**src/rtl/booth_pkg.sv**
```systemverilog
// Shared types for the radix-4 Booth sequential multiplier: FSM states and recoded digit.
// No logic here; latency and backpressure are defined by the users of these types.
// Digit code {neg,two,one}: magnitude 0/1/2, neg selects subtraction.
package booth_pkg;

    typedef enum logic [1:0] {
        IDLE = 2'd0,
        RUN  = 2'd1,
        DONE = 2'd2
    } state_t;

    typedef struct packed {
        logic neg;
        logic two;
        logic one;
    } digit_t;

endpackage

```
**src/rtl/booth_digit_enc.sv**
```systemverilog
// Radix-4 Booth recoder: window {b[2i+1], b[2i], b[2i-1]} to a digit in {-2..+2}.
// Purely combinational, zero latency.
// No handshake; the window is consumed every cycle it is presented.
module booth_digit_enc
    import booth_pkg::*;
(
    input  logic [2:0] win,
    output digit_t     dig
);

    always_comb begin
        dig.one = win[1] ^ win[0];
        dig.two = (win == 3'b011) || (win == 3'b100);
        // 3'b111 is zero, so it must not flag a subtraction
        dig.neg = win[2] & ~(win[1] & win[0]);
    end

endmodule

```
**src/rtl/booth_seq_mult.sv**
```systemverilog
// Sequential radix-4 Booth multiplier, signed/unsigned, one digit per RUN cycle (BOOTH_EARLY_TERM_EN: early exit).
// Latency: done pulses D cycles after accept (D = WIDTH/2 signed, WIDTH/2+1 unsigned); ready back one cycle later.
// Backpressure: start is taken only while ready=1; requests in RUN/DONE are dropped, never queued.
module booth_seq_mult
    import booth_pkg::*;
#(
    parameter int WIDTH = 8
) (
    input  logic                 clk,
    input  logic                 rst_n,
    input  logic                 start,
    input  logic                 sgn,
    input  logic [WIDTH-1:0]     a,
    input  logic [WIDTH-1:0]     b,
    output logic                 ready,
    output logic                 done,
    output logic [2*WIDTH-1:0]   p
);

    localparam int PW = 2*WIDTH + 2;
    localparam int MW = WIDTH + 3;
    localparam int CW = $clog2(WIDTH/2 + 2);
    localparam logic [CW-1:0] LAST_SGN = CW'(WIDTH/2 - 1);
    localparam logic [CW-1:0] LAST_UNS = CW'(WIDTH/2);

    state_t             state, state_nx;
    logic [PW-1:0]      acc, acc_nx;
    logic [PW-1:0]      mcand, mcand_nx;
    logic [MW-1:0]      mplr, mplr_nx;
    logic [CW-1:0]      cnt, cnt_nx;
    logic               sgn_r, sgn_nx;
    logic [2*WIDTH-1:0] p_nx;
    logic [PW-1:0]      pp_mag, pp;
    logic               last;
    digit_t             dig;

    // mplr holds {ext[1:0], b, b[-1]}; the low 3 bits are always the current window
    booth_digit_enc u_enc (
        .win (mplr[2:0]),
        .dig (dig)
    );

    always_comb begin
        pp_mag = dig.two ? {mcand[PW-2:0], 1'b0} : (dig.one ? mcand : '0);
        pp     = dig.neg ? -pp_mag : pp_mag;
`ifdef BOOTH_EARLY_TERM_EN
        // remaining bits all equal => every later digit is zero
        last = (cnt == (sgn_r ? LAST_SGN : LAST_UNS)) ||
               (&mplr[MW-1:2]) || ~(|mplr[MW-1:2]);
`else
        last = (cnt == (sgn_r ? LAST_SGN : LAST_UNS));
`endif
    end

    always_comb begin
        state_nx = state;
        acc_nx   = acc;
        mcand_nx = mcand;
        mplr_nx  = mplr;
        cnt_nx   = cnt;
        sgn_nx   = sgn_r;
        p_nx     = p;
        case (state)
            IDLE: begin
                if (start && ready) begin
                    state_nx = RUN;
                    sgn_nx   = sgn;
                    acc_nx   = '0;
                    cnt_nx   = '0;
                    mcand_nx = {{(PW-WIDTH){sgn & a[WIDTH-1]}}, a};
                    mplr_nx  = {{2{sgn & b[WIDTH-1]}}, b, 1'b0};
                end
            end
            RUN: begin
                acc_nx   = acc + pp;
                mcand_nx = {mcand[PW-3:0], 2'b00};
                mplr_nx  = {{2{mplr[MW-1]}}, mplr[MW-1:2]};
                cnt_nx   = cnt + CW'(1);
                if (last) begin
                    state_nx = DONE;
                    p_nx     = acc_nx[2*WIDTH-1:0];
                end
            end
            DONE:    state_nx = IDLE;
            default: state_nx = IDLE;
        endcase
    end

    always_ff @(posedge clk or negedge rst_n) begin
        if (!rst_n) begin
            state <= IDLE;
            ready <= 1'b1;
            done  <= 1'b0;
            p     <= '0;
            acc   <= '0;
            mcand <= '0;
            mplr  <= '0;
            cnt   <= '0;
            sgn_r <= 1'b0;
        end else begin
            state <= state_nx;
            ready <= (state_nx == IDLE);
            done  <= (state_nx == DONE);
            p     <= p_nx;
            acc   <= acc_nx;
            mcand <= mcand_nx;
            mplr  <= mplr_nx;
            cnt   <= cnt_nx;
            sgn_r <= sgn_nx;
        end
    end

endmodule
```
**config.mk**
```make
export PLATFORM = sky130hd
export DESIGN_NAME = booth_seq_mult
export DESIGN_NICKNAME = d
export VERILOG_FILES = /design/src/rtl/booth_pkg.sv /design/src/rtl/booth_digit_enc.sv /design/src/rtl/booth_seq_mult.sv
export SDC_FILE = /design/constraint.sdc
export NUM_CORES = 1
export LEC_CHECK = 0
export ABC_AREA = 1
export ABC_CLOCK_PERIOD_IN_PS = 3600
export CAP_MARGIN = 30
export CORE_ASPECT_RATIO = 1.2
export CORE_MARGIN = 2
export CORE_UTILIZATION = 40
export DETAILED_ROUTE_END_ITERATION = 16
export PLACE_DENSITY = 0.63
export SLEW_MARGIN = 5
export SYNTH_ARGS = -nofsm -noshare
export SYNTH_HDL_FRONTEND = slang
export SYNTH_SLANG_ARGS = --single-unit
```
**constraint.sdc**
```tcl
create_clock -name clk -period 3.6 [get_ports clk]
set_clock_uncertainty 0.15 [all_clocks]
set_input_delay 0.54 -clock clk [delete_from_list [all_inputs] [get_ports clk]]
set_output_delay 0.54 -clock clk [all_outputs]
set_load 0.01 [all_outputs]
```
==> results.md, run 1 <==
- Critical Path RT: ~3.7 ns
- Num CTS Buffers: 9
- Critical Path AT: 3.55 ns
- Status: completed
- GPL Wtd Cong: 0.9252
- DP HPWL: ~7400 microns
- Syn nets: approximately 600
- Max Transition Viols Final: 0
- Adder-cell share of the synthesized area: 6.355%
- Worst slew pin tran: ~0.85 ns
- Fmax: 287.8 MHz
- Clock sinks: between 60 and 70
- Simple-Gate Fraction of Synth Area: ~28%
- Tcrit/Tclk final: 96.50%
- Synthesized cell area: about 0.0043 sq mm
- Area Growth Syn to Fin: 25.36%
- Post-synthesis compound-gate area fraction: 13.47%
- # hold bufs at CTS: 0
- Root Driver: clkbuf_16
- Relative slew slack: 43.08%
- First DRT Iteration DRCs: roughly 140
- Initial antenna violation count: 0
- First-pass DRT Iterations: 4
- Die extent in y: 117.0 microns
- Largest family of logic cells by synthesized area: simple AND/OR/NAND/NOR gates
- Die Wd: 98.13 microns
- I/O Pins: 38
- Post-synthesis sequential area ratio: 39.45%
- DR WL/cell: 13.92 microns
- Synth warn: 0
- Vias: roughly 3,900
- Fin util: around 50%
- Mux contribution to synthesized area: 0%
- Drt total wl: 10,520 microns
- Post-route antenna net violation count: 0
- Cell variety after synth: 42
- Largest net degree at the start of global routing: 68
- DRC violations left: 0
- Hold crit path type: in -> async
- Register area: about 0.0017 sq mm
- DR vias/cell: ~5.2
- CTS tree: yes
- Crit start category: register
- FP Rows: 41
- Port bufs: 37
- Max-Cap Viols: 0
- Clock Latency Late Sink: between 0.3 and 0.4 ns
- Post-synth EDFFs: 0
- Fin crit period: roughly 3.5 ns
- Syn_area_per_cell: about 7.5 sq um
- RSZ-0062 raised after global routing: yes
- Hold Fails Final Rpt: 0
- Initial Utilization: 40.84%
- Final setup vio count: 0
- Vias in the first global route: 3,817
- Ys async rst share: 100.0%
- Post-Syn Instances: between 500 and 600
- Share of layout cells above drive strength 1: between 15 and 20%
- First-pass GRT wire length: between 15,000 and 20,000 microns
- DIE AREA: between 0.01 and 0.015 sq mm
- Total track usage: between 10% and 20%
- Kind of critical path: reg -> reg
- CTS clock-pin slew for the worst setup and hold paths: 0.05 ns
- Post-layout nets: 663
- Multi-input gate area: 0.002365 sq mm
- Area of the core: approximately 0.010 sq mm
- Fin Hold WS: roughly 0.25 ns
- Crit path max fanout: 5
- Clock buffer depth: 2
- Synth Area in XOR/XNOR: under 10%
- #FFs+latches synth: 67
- Synth Flop Type: dfrtp_1
- CP endpoint kind: register
- H-tree lvl count: 3
- Total grt overflow: 0
- ANT cells: 0
- Fill cell count: between 900 and 1,000
layout make-up:
class	count	area share [%]
clock buffer	12	4.811
tap	129	3.027
clock inverter	4	0.4694
timing repair buffer	62	10.44
sequential	67	31.47
inverter	77	5.421
multi-input combinational	405	44.36
Yosys cell counts (all sizes together), types with 5 or more instances:
cell    instances  area share (%)
ha             20             5.9
nor3            6             1.1
buf             8             1.4
nand2         181              18
dfrtp          66              39
nand3          39             4.6
a21oi          23             2.7
nand4           6            0.88
xor2           16             3.3
nor2           32             3.2
o211ai          5            0.88
o22ai          12             1.8
o21ai          41             4.9
inv            76             6.7
clkbuf          7            0.65
cell families after synthesis:
kind of cell / count (synthesis)
buffers and inverters: 92
AND/OR/NAND/NOR: 268
XOR/XNOR: 18
flip-flops: 67
adder cells (fa/ha/maj): 21
AO/OA/AOI/OAI: 98
sequential cells by signal, indices dropped and copies added, names as in the netlist:
name / flops
acc: 16
mcand: 16
p: 16
mplr: 11
cnt: 3
state: 2
done: 1
ready: 1
sgn_r: 1
worst max-delay path, stage by stage, from the launching register on:
cell     delay (ns)
dfrtp_1        0.40
ha_2           0.22
inv_1          0.07
nand2_2        0.08
nand2_4        0.11
nand2_2        0.08
o21ai_4        0.09
ha_4           0.16
nand2_1        0.09
nor3_4         0.22
nand2_2        0.10
o21ai_2        0.13
xor2_1         0.17
ha_1           0.31
a21oi_2        0.20
o21ai_1        0.09
a21oi_1        0.15
o21ai_1        0.11
a21oi_2        0.18
nand3_2        0.09
nand3_1        0.09
nand2_1        0.05
repair_timing:
action                     4_1_cts  5_1_grt
gates resized for setup          2       42
setup endpoints to repair        6       18
setup buffers                    0        9
hold endpoints to repair         0        0
pin swaps                        1       14
gates cloned                     0        0
layout by cell type (no fill, tap or decap), types with 6 or more instances in the layout:
master           netlist  final
inv_2                  3      7
a21oi_1               23     17
o21ai_0               35     29
clkbuf_16              0      9
inv_1                 73     69
ha_1                  20     14
buf_4                  1     24
xor2_1                16     15
nor2_1                27     26
nand2_1              167    162
nand2_2                6     10
dfrtp_1               66     66
o21ai_1                5      8
a21oi_2                0      6
o22ai_1               12     12
clkdlybuf4s50_1        0     36
nand2_4                8      8
nand3_1               39     37
nand4_1                6      6
layer usage:
layer | up-vias | part of all wire, % | track usage [%]
li1 | 1959 | - | -
met1 | 1816 | 44 | 22.50
met2 | 93 | 49 | 32.74
met3 | 30 | 4.2 | 3.979
met4 | 0 | 2.7 | 8.426
met5 | - | 0 | 0
metrics by stage:
| stage | area [sq um] | cells | TNS [ns] | worst slack [ns] |
|---|---|---|---|---|
| 2_1_floorplan | 4253 | 564 | 0 | 0.2392 |
| 3_3_place_gp | 4813 | 731 | 0 | 0.08556 |
| 3_5_place_dp | 4813 | 731 | -0.02895 | -0.02056 |
| 4_1_cts | 5102 | 747 | 0 | 0.05183 |
| 5_1_grt | 5331 | 756 | -0.6426 | -0.2407 |
| 6_report | 5331 | 756 | 0 | 0.1259 |
path summary, 6_finish.rpt:
path / startpoint / end / slack [ns] / depth (start not counted)
worst max-delay path: mplr[0] / acc[15] / 0.13 / 21
worst min-delay path: rst_n / p[3] / 0.25 / 2
worst max register to register: mplr[0] / acc[15] / 0.13 / 21
worst min register to register: p[13] / p[13] / 0.33 / 2
max in group asynchronous: rst_n / mcand[13] / 2.50 / 2
min in group clk: p[13] / p[13] / 0.33 / 2
Power of run 1 is not shown: default switching activity piles up to over one toggle a cycle in this logic, so the estimate is an artifact.
==> run 2, diff against run 1 <==
- RECOVER_POWER: default -> 50
==> run 2 against run 1 <==
Against the previous run: utilization shrank 0.13 points; highest routed layer unchanged; register-to-register slack is essentially flat; critical path depth is the same; clock-buffer cell count is the same; worst hold slack gained 0.074 ns; the flow now finishes with violations (max-capacitance violations, max-slew violations).
==> results.md, run 2 (same netlist as run 1, synthesis figures left out) <==
- DR WL/cell: 13.91 microns (about the same)
- Final setup vio count: 0 (unchanged)
- Most frequent cells in the layout: nand2_1 (162), inv_1 (69), dfrtp_1 (66), nand3_1 (37), clkdlybuf4s50_1 (35)
- H-tree lvl count: 3 (unchanged)
- I/O Pins: 38 (unchanged)
- DP HPWL: 7418 microns (unchanged)
- Die extent in y: 117.0 microns (unchanged)
- Crit start category: register
- DR vias/cell: 5.163 (+0.13%)
- Num CTS Buffers: 9 (unchanged)
- FP Rows: 41 (unchanged)
- Layout Cells excl Fill: 756 (unchanged)
- Fin crit period: 3.474 ns (-0.00002800 ns)
- Initial antenna violation count: 0 (unchanged)
- CP endpoint kind: register
- Root Driver: clkbuf_16
- Setup WS post-layout: 0.1259 ns (+0.00002800 ns)
- Critical R2R Launch: mplr[0]
- Total track usage: 18.77% (unchanged)
- Vias in the first global route: 3,817 (unchanged)
- Top Layer Used: met4
- Fill cell count: 996 (+0.10%)
- DRC violations left: 0 (unchanged)
- Area of the core: 0.01041 sq mm (unchanged)
- Hold Path Sink: p[13]
- First DRT Iteration DRCs: 143 (-0.69%)
- Post-layout nets: 663 (unchanged)
- Clock buffer depth: 2 (unchanged)
- Hold Fails Final Rpt: 0 (unchanged)
- Hold crit path type: reg -> reg
- Commonest non-fill, non-tap cell in the layout: nand2_1
- Share of layout cells above drive strength 1: 15.15% (-0.48 points)
- Crit Reg-Reg Endpoint: acc[15]
- CTS tree: yes
- Flop2flop setup slack: 0.13 ns (about the same)
- Relative slew slack: -10.71% (-54 points)
- Largest net degree at the start of global routing: 68 (unchanged)
- Max-Cap Viols: 1 (+1)
- Status: finished with violations
- Clock Latency Late Sink: 0.34 ns (about the same)
- Pre-CTS setup slack: -0.02056 ns (unchanged)
- Failing checks: max-capacitance violations, max-slew violations
- Register-to-Register Path Depth: 21 (unchanged)
- Drt total wl: 10,520 microns (about the same)
- First-pass GRT wire length: 17,240 microns (unchanged)
- Kind of critical path: reg -> reg
- Met1 wire length: 4645 microns (-0.17%)
- Max Transition Viols Final: 68 (+68)
- Critical Path RT: 3.68 ns (about the same)
- RSZ-0062 raised after global routing: yes
- Total grt overflow: 0 (unchanged)
- GPL Wtd Cong: 0.9252 (unchanged)
- Fmax: 287.8 MHz (about the same)
- Die Wd: 98.13 microns (unchanged)
- Tcrit/Tclk final: 96.50% (about the same)
- Routed wl met3: 450 microns (+2.0%)
- Register area: 0.001678 sq mm (unchanged)
- Hold Startpoint: p[13]
- Biggest regs: acc: 16 flops, mcand: 16 flops, p: 16 flops
- Critical Path AT: 3.55 ns (about the same)
- Clock sinks: 67 (unchanged)
- Area Growth Syn to Fin: 25.04%
- Post-route antenna net violation count: 0 (unchanged)
- Crit path max fanout: 5 (unchanged)
- Port bufs: 37 (unchanged)
- Multi-input gate area: 0.002365 sq mm (unchanged)
- DR WL met2: 5136 microns (-0.14%)
- CTS clock-pin slew for the worst setup and hold paths: 0.06 ns (about the same)
- First-pass DRT Iterations: 4 (unchanged)
- Worst slew pin tran: 1.661 ns (+0.8069 ns)
- Dpl cells: 731 (unchanged)
- Fin util: 51.06% (-0.13 points)
- Vias: 3,903 (+0.13%)
- Initial Utilization: 40.84% (unchanged)
- DIE AREA: 0.01148 sq mm (unchanged)
- WHS Path Cells: 2
- ANT cells: 0 (unchanged)
run 2: worst max-delay path by stage:
stage | start | endpoint | slack (ns)
after floorplan | mplr[0] | acc[10] | 0.24
after detailed placement | mplr[1] | p[13] | -0.02
after global routing | mplr[1] | p[15] | -0.24
after CTS | mplr[0] | acc[15] | 0.05
final | mplr[0] | acc[15] | 0.13
after global placement | mplr[0] | p[13] | 0.09
run 2: stage by stage:
step                TNS (ns)  hold WS, ns  cell area (sq um)
finish                     0       0.3271               5318
global route         -0.6435       0.3604               5318
CTS                        0       0.2951               5102
detailed placement  -0.02895       0.3177               4813
global placement           0       0.3161               4813
floorplan                  0      0.09441               4253
run 2: what timing repair did:
| item | in CTS | in global routing |
|---|---|---|
| resized for setup | 2 | 42 |
| hold buffers | 0 | 0 |
| setup endpoints to repair | 6 | 18 |
| setup buffers | 0 | 9 |
| pin swaps | 1 | 14 |
run 2: metal layers:
| metal | track usage [%] | vias up |
|---|---|---|
| li1 | - | 1961 |
| met1 | 22.50 | 1815 |
| met2 | 32.74 | 97 |
| met3 | 3.979 | 30 |
| met4 | 8.426 | 0 |
| met5 | 0 | - |
run 2: critical path: stages (launching register included):
cell	delay, ns
dfrtp_1	0.40
ha_2	0.22
inv_1	0.07
nand2_2	0.08
nand2_4	0.11
nand2_2	0.08
o21ai_4	0.09
ha_4	0.16
nand2_1	0.09
nor3_4	0.22
nand2_2	0.10
o21ai_2	0.13
xor2_1	0.17
ha_1	0.31
a21oi_2	0.20
o21ai_1	0.09
a21oi_1	0.15
o21ai_1	0.11
a21oi_2	0.18
nand3_2	0.09
nand3_1	0.09
nand2_1	0.05
run 2: layout make-up:
| type | count | share of cell area (%) |
|---|---|---|
| clock buffers | 12 | 4.824 |
| multi-input cells | 405 | 44.47 |
| well taps | 129 | 3.035 |
| flip-flops and latches | 67 | 31.55 |
| repair buffers | 62 | 10.21 |
| inverters | 77 | 5.435 |
| clock inverters | 4 | 0.4706 |
Power of run 2 is left out for the same reason.
==> run 3, diff against run 2 <==
--- a/config.mk
+++ b/config.mk
@@ -13,2 +13,3 @@
 export CORE_UTILIZATION = 40
+export CTS_CLUSTER_DIAMETER = 120
 export DETAILED_ROUTE_END_ITERATION = 16
==> constraint.sdc (replaced) <==
create_clock -name clk -period 3.6 [get_ports clk]
set_clock_uncertainty 0.15 [all_clocks]
set_input_delay 0.36 -clock clk [delete_from_list [all_inputs] [get_ports clk]]
set_output_delay 0.36 -clock clk [all_outputs]
set_load 0.01 [all_outputs]
==> run 3 against run 2 <==
Against the previous run: the run now ends clean; first-iteration DRC count is 13% lower; die area stayed put; worst setup slack better by 0.0031 ns; fmax hardly changed; routed wire length is 1.7% lower; critical path depth is 1 lower; critical path type unchanged; highest routed layer unchanged.
==> results.md, run 3 (same netlist as run 1, synthesis figures left out) <==
- Status: completed
- Initial Utilization: 40.84% (unchanged)
- Area of the core: 0.01041 sq mm (unchanged)
- Critical Path, Cell by Cell: inv_2 -> ha_4 -> inv_2 -> nand2_2 -> nand2_4 -> o21ai_4 -> ha_4 -> nand2_4 -> nor3_4 -> nand2_2 -> o21ai_2 -> xor2_1 -> ha_1 -> a21oi_1 -> o21ai_1 -> a21oi_1 -> nand2_1 -> or2_2 -> nand3_1 -> nand2_1
- First-pass GRT wire length: 16,620 microns (-3.6%)
- ANT cells: 0 (unchanged)
- CP max-delay cell: dfrtp_1
- Num CTS Buffers: 9 (unchanged)
- Fin util: 51.65% (+0.59 points)
- First DRT Iteration DRCs: 124 (-13%)
- Commonest non-fill, non-tap cell in the layout: nand2_1
- Fin crit period: 3.471 ns (-0.003143 ns)
- Die Wd: 98.13 microns (unchanged)
- DRC violations left: 0 (unchanged)
- Port bufs: 37 (unchanged)
- FP Rows: 41 (unchanged)
- CTS tree: yes
- DR vias/cell: 5.130 (-0.63%)
- Worst slew pin tran: 1.465 ns (-0.1960 ns)
- RSZ-0062 raised after global routing: yes
- Drt total wl: 10,340 microns (-1.7%)
- Register-to-Register Path Depth: 20 (-4.8%)
- Largest net degree at the start of global routing: 43 (-37%)
- Die extent in y: 117.0 microns (unchanged)
- Initial antenna violation count: 0 (unchanged)
- Final setup vio count: 0 (unchanged)
- Relative slew slack: 2.357% (+13 points)
- Post-route antenna net violation count: 0 (unchanged)
- CTS clock-pin slew for the worst setup and hold paths: 0.06 ns (about the same)
- GPL Wtd Cong: 0.9358 (+1.1%)
- Crit path max fanout: 5 (unchanged)
- Biggest regs: acc: 16 flops, mcand: 16 flops, p: 16 flops
- DIE AREA: 0.01148 sq mm (unchanged)
- DR WL/cell: 13.71 microns (-1.4%)
- DP HPWL: 7496 microns (+1.0%)
- Hold Fails Final Rpt: 0 (unchanged)
- I/O Pins: 38 (unchanged)
- Slowest stage delay, CP: 0.41 ns (about the same)
- Max Transition Viols Final: 0 (-100%)
- Vias in the first global route: 3,681 (-3.6%)
- Clock Latency Late Sink: 0.33 ns (about the same)
- Most frequent cells in the layout: nand2_1 (159), inv_1 (69), dfrtp_1 (66), nand3_1 (36), clkdlybuf4s50_1 (35)
- Area Growth Syn to Fin: 26.48%
- Critical Path AT: 3.54 ns (about the same)
- H-tree lvl count: 3 (unchanged)
- Total track usage: 17.99% (-0.78 points)
- Kind of critical path: reg -> reg
- Critical Path RT: 3.67 ns (about the same)
- WHS Path Cells: 2 (unchanged)
- Clock buffer depth: 2 (unchanged)
- Total grt overflow: 0 (unchanged)
- Setup tns final: 0 ns (unchanged)
- Hold crit path type: reg -> reg
- Root Driver: clkbuf_16
- First-pass DRT Iterations: 4 (unchanged)
- Max-Cap Viols: 0 (-1)
- Crit start category: register
- CP endpoint kind: register
- Vias: 3,868 (-0.90%)
- Fmax: 288.1 MHz (about the same)
- Post-layout nets: 661 (-0.30%)
- Tcrit/Tclk final: 96.42% (about the same)
- Share of layout cells above drive strength 1: 16.00% (+0.85 points)
- Clock sinks: 67 (unchanged)
-- run 3: per-stage QoR --
stage | instance area [sq um] | setup WS, ns | std cells | hold WS [ns]
global placement | 4813 | 0.1154 | 731 | 0.2499
detailed placement | 4813 | 0.01620 | 731 | 0.2569
finish | 5379 | 0.1290 | 754 | 0.3266
floorplan | 4253 | 0.2392 | 564 | -0.08559
global route | 5379 | -0.08990 | 754 | 0.3559
CTS | 5142 | 0.006412 | 748 | 0.3316
-- run 3: what timing repair did --
action,CTS,global route
hold buffers,1,0
setup buffers,0,6
hold endpoints to repair,25,0
gates resized for setup,0,53
setup endpoints to repair,0,18
-- run 3: layout make-up --
class / count / area (sq um)
Sequential cell: 67 / 1678
Clock inverter: 6 / 90.09
Multi-Input combinational cell: 405 / 2389
Tap cell: 129 / 161.4
Fill cell: 994 / 5035
Timing Repair Buffer: 60 / 543.0
Inverter: 77 / 289.0
Clock buffer: 10 / 229.0
-- run 3: final timing paths --
| check | from | endpoint | slack, ns |
|---|---|---|---|
| max | mplr[1] | p[14] | 0.13 |
| min | p[13] | p[13] | 0.33 |
| max reg2reg | mplr[1] | p[14] | 0.13 |
| min reg2reg | p[13] | p[13] | 0.33 |
| max in group asynchronous | rst_n | ready | 1.26 |
| min in group asynchronous | rst_n | p[3] | 0.76 |
-- run 3: layer usage --
metal | vias to the layer above | GRT usage [%] | part of all wire [%]
met4 | 0 | 5.926 | 1.4
met3 | 16 | 4.276 | 3.8
met1 | 1814 | 20.86 | 43
met2 | 85 | 32.92 | 51
li1 | 1953 | - | -
met5 | - | 0 | 0
-- run 3: worst max-delay path, delay by kind of cell, from the launching register on --
kind	cells	cell delay (ns)
adder cells (fa/ha/maj)	3	0.64
AO/OA/AOI/OAI	5	0.78
AND/OR/NAND/NOR	9	1.08
buffers and inverters	2	0.14
XOR/XNOR	1	0.16
flip-flops	1	0.41
Power of run 3 is left out for the same reason.
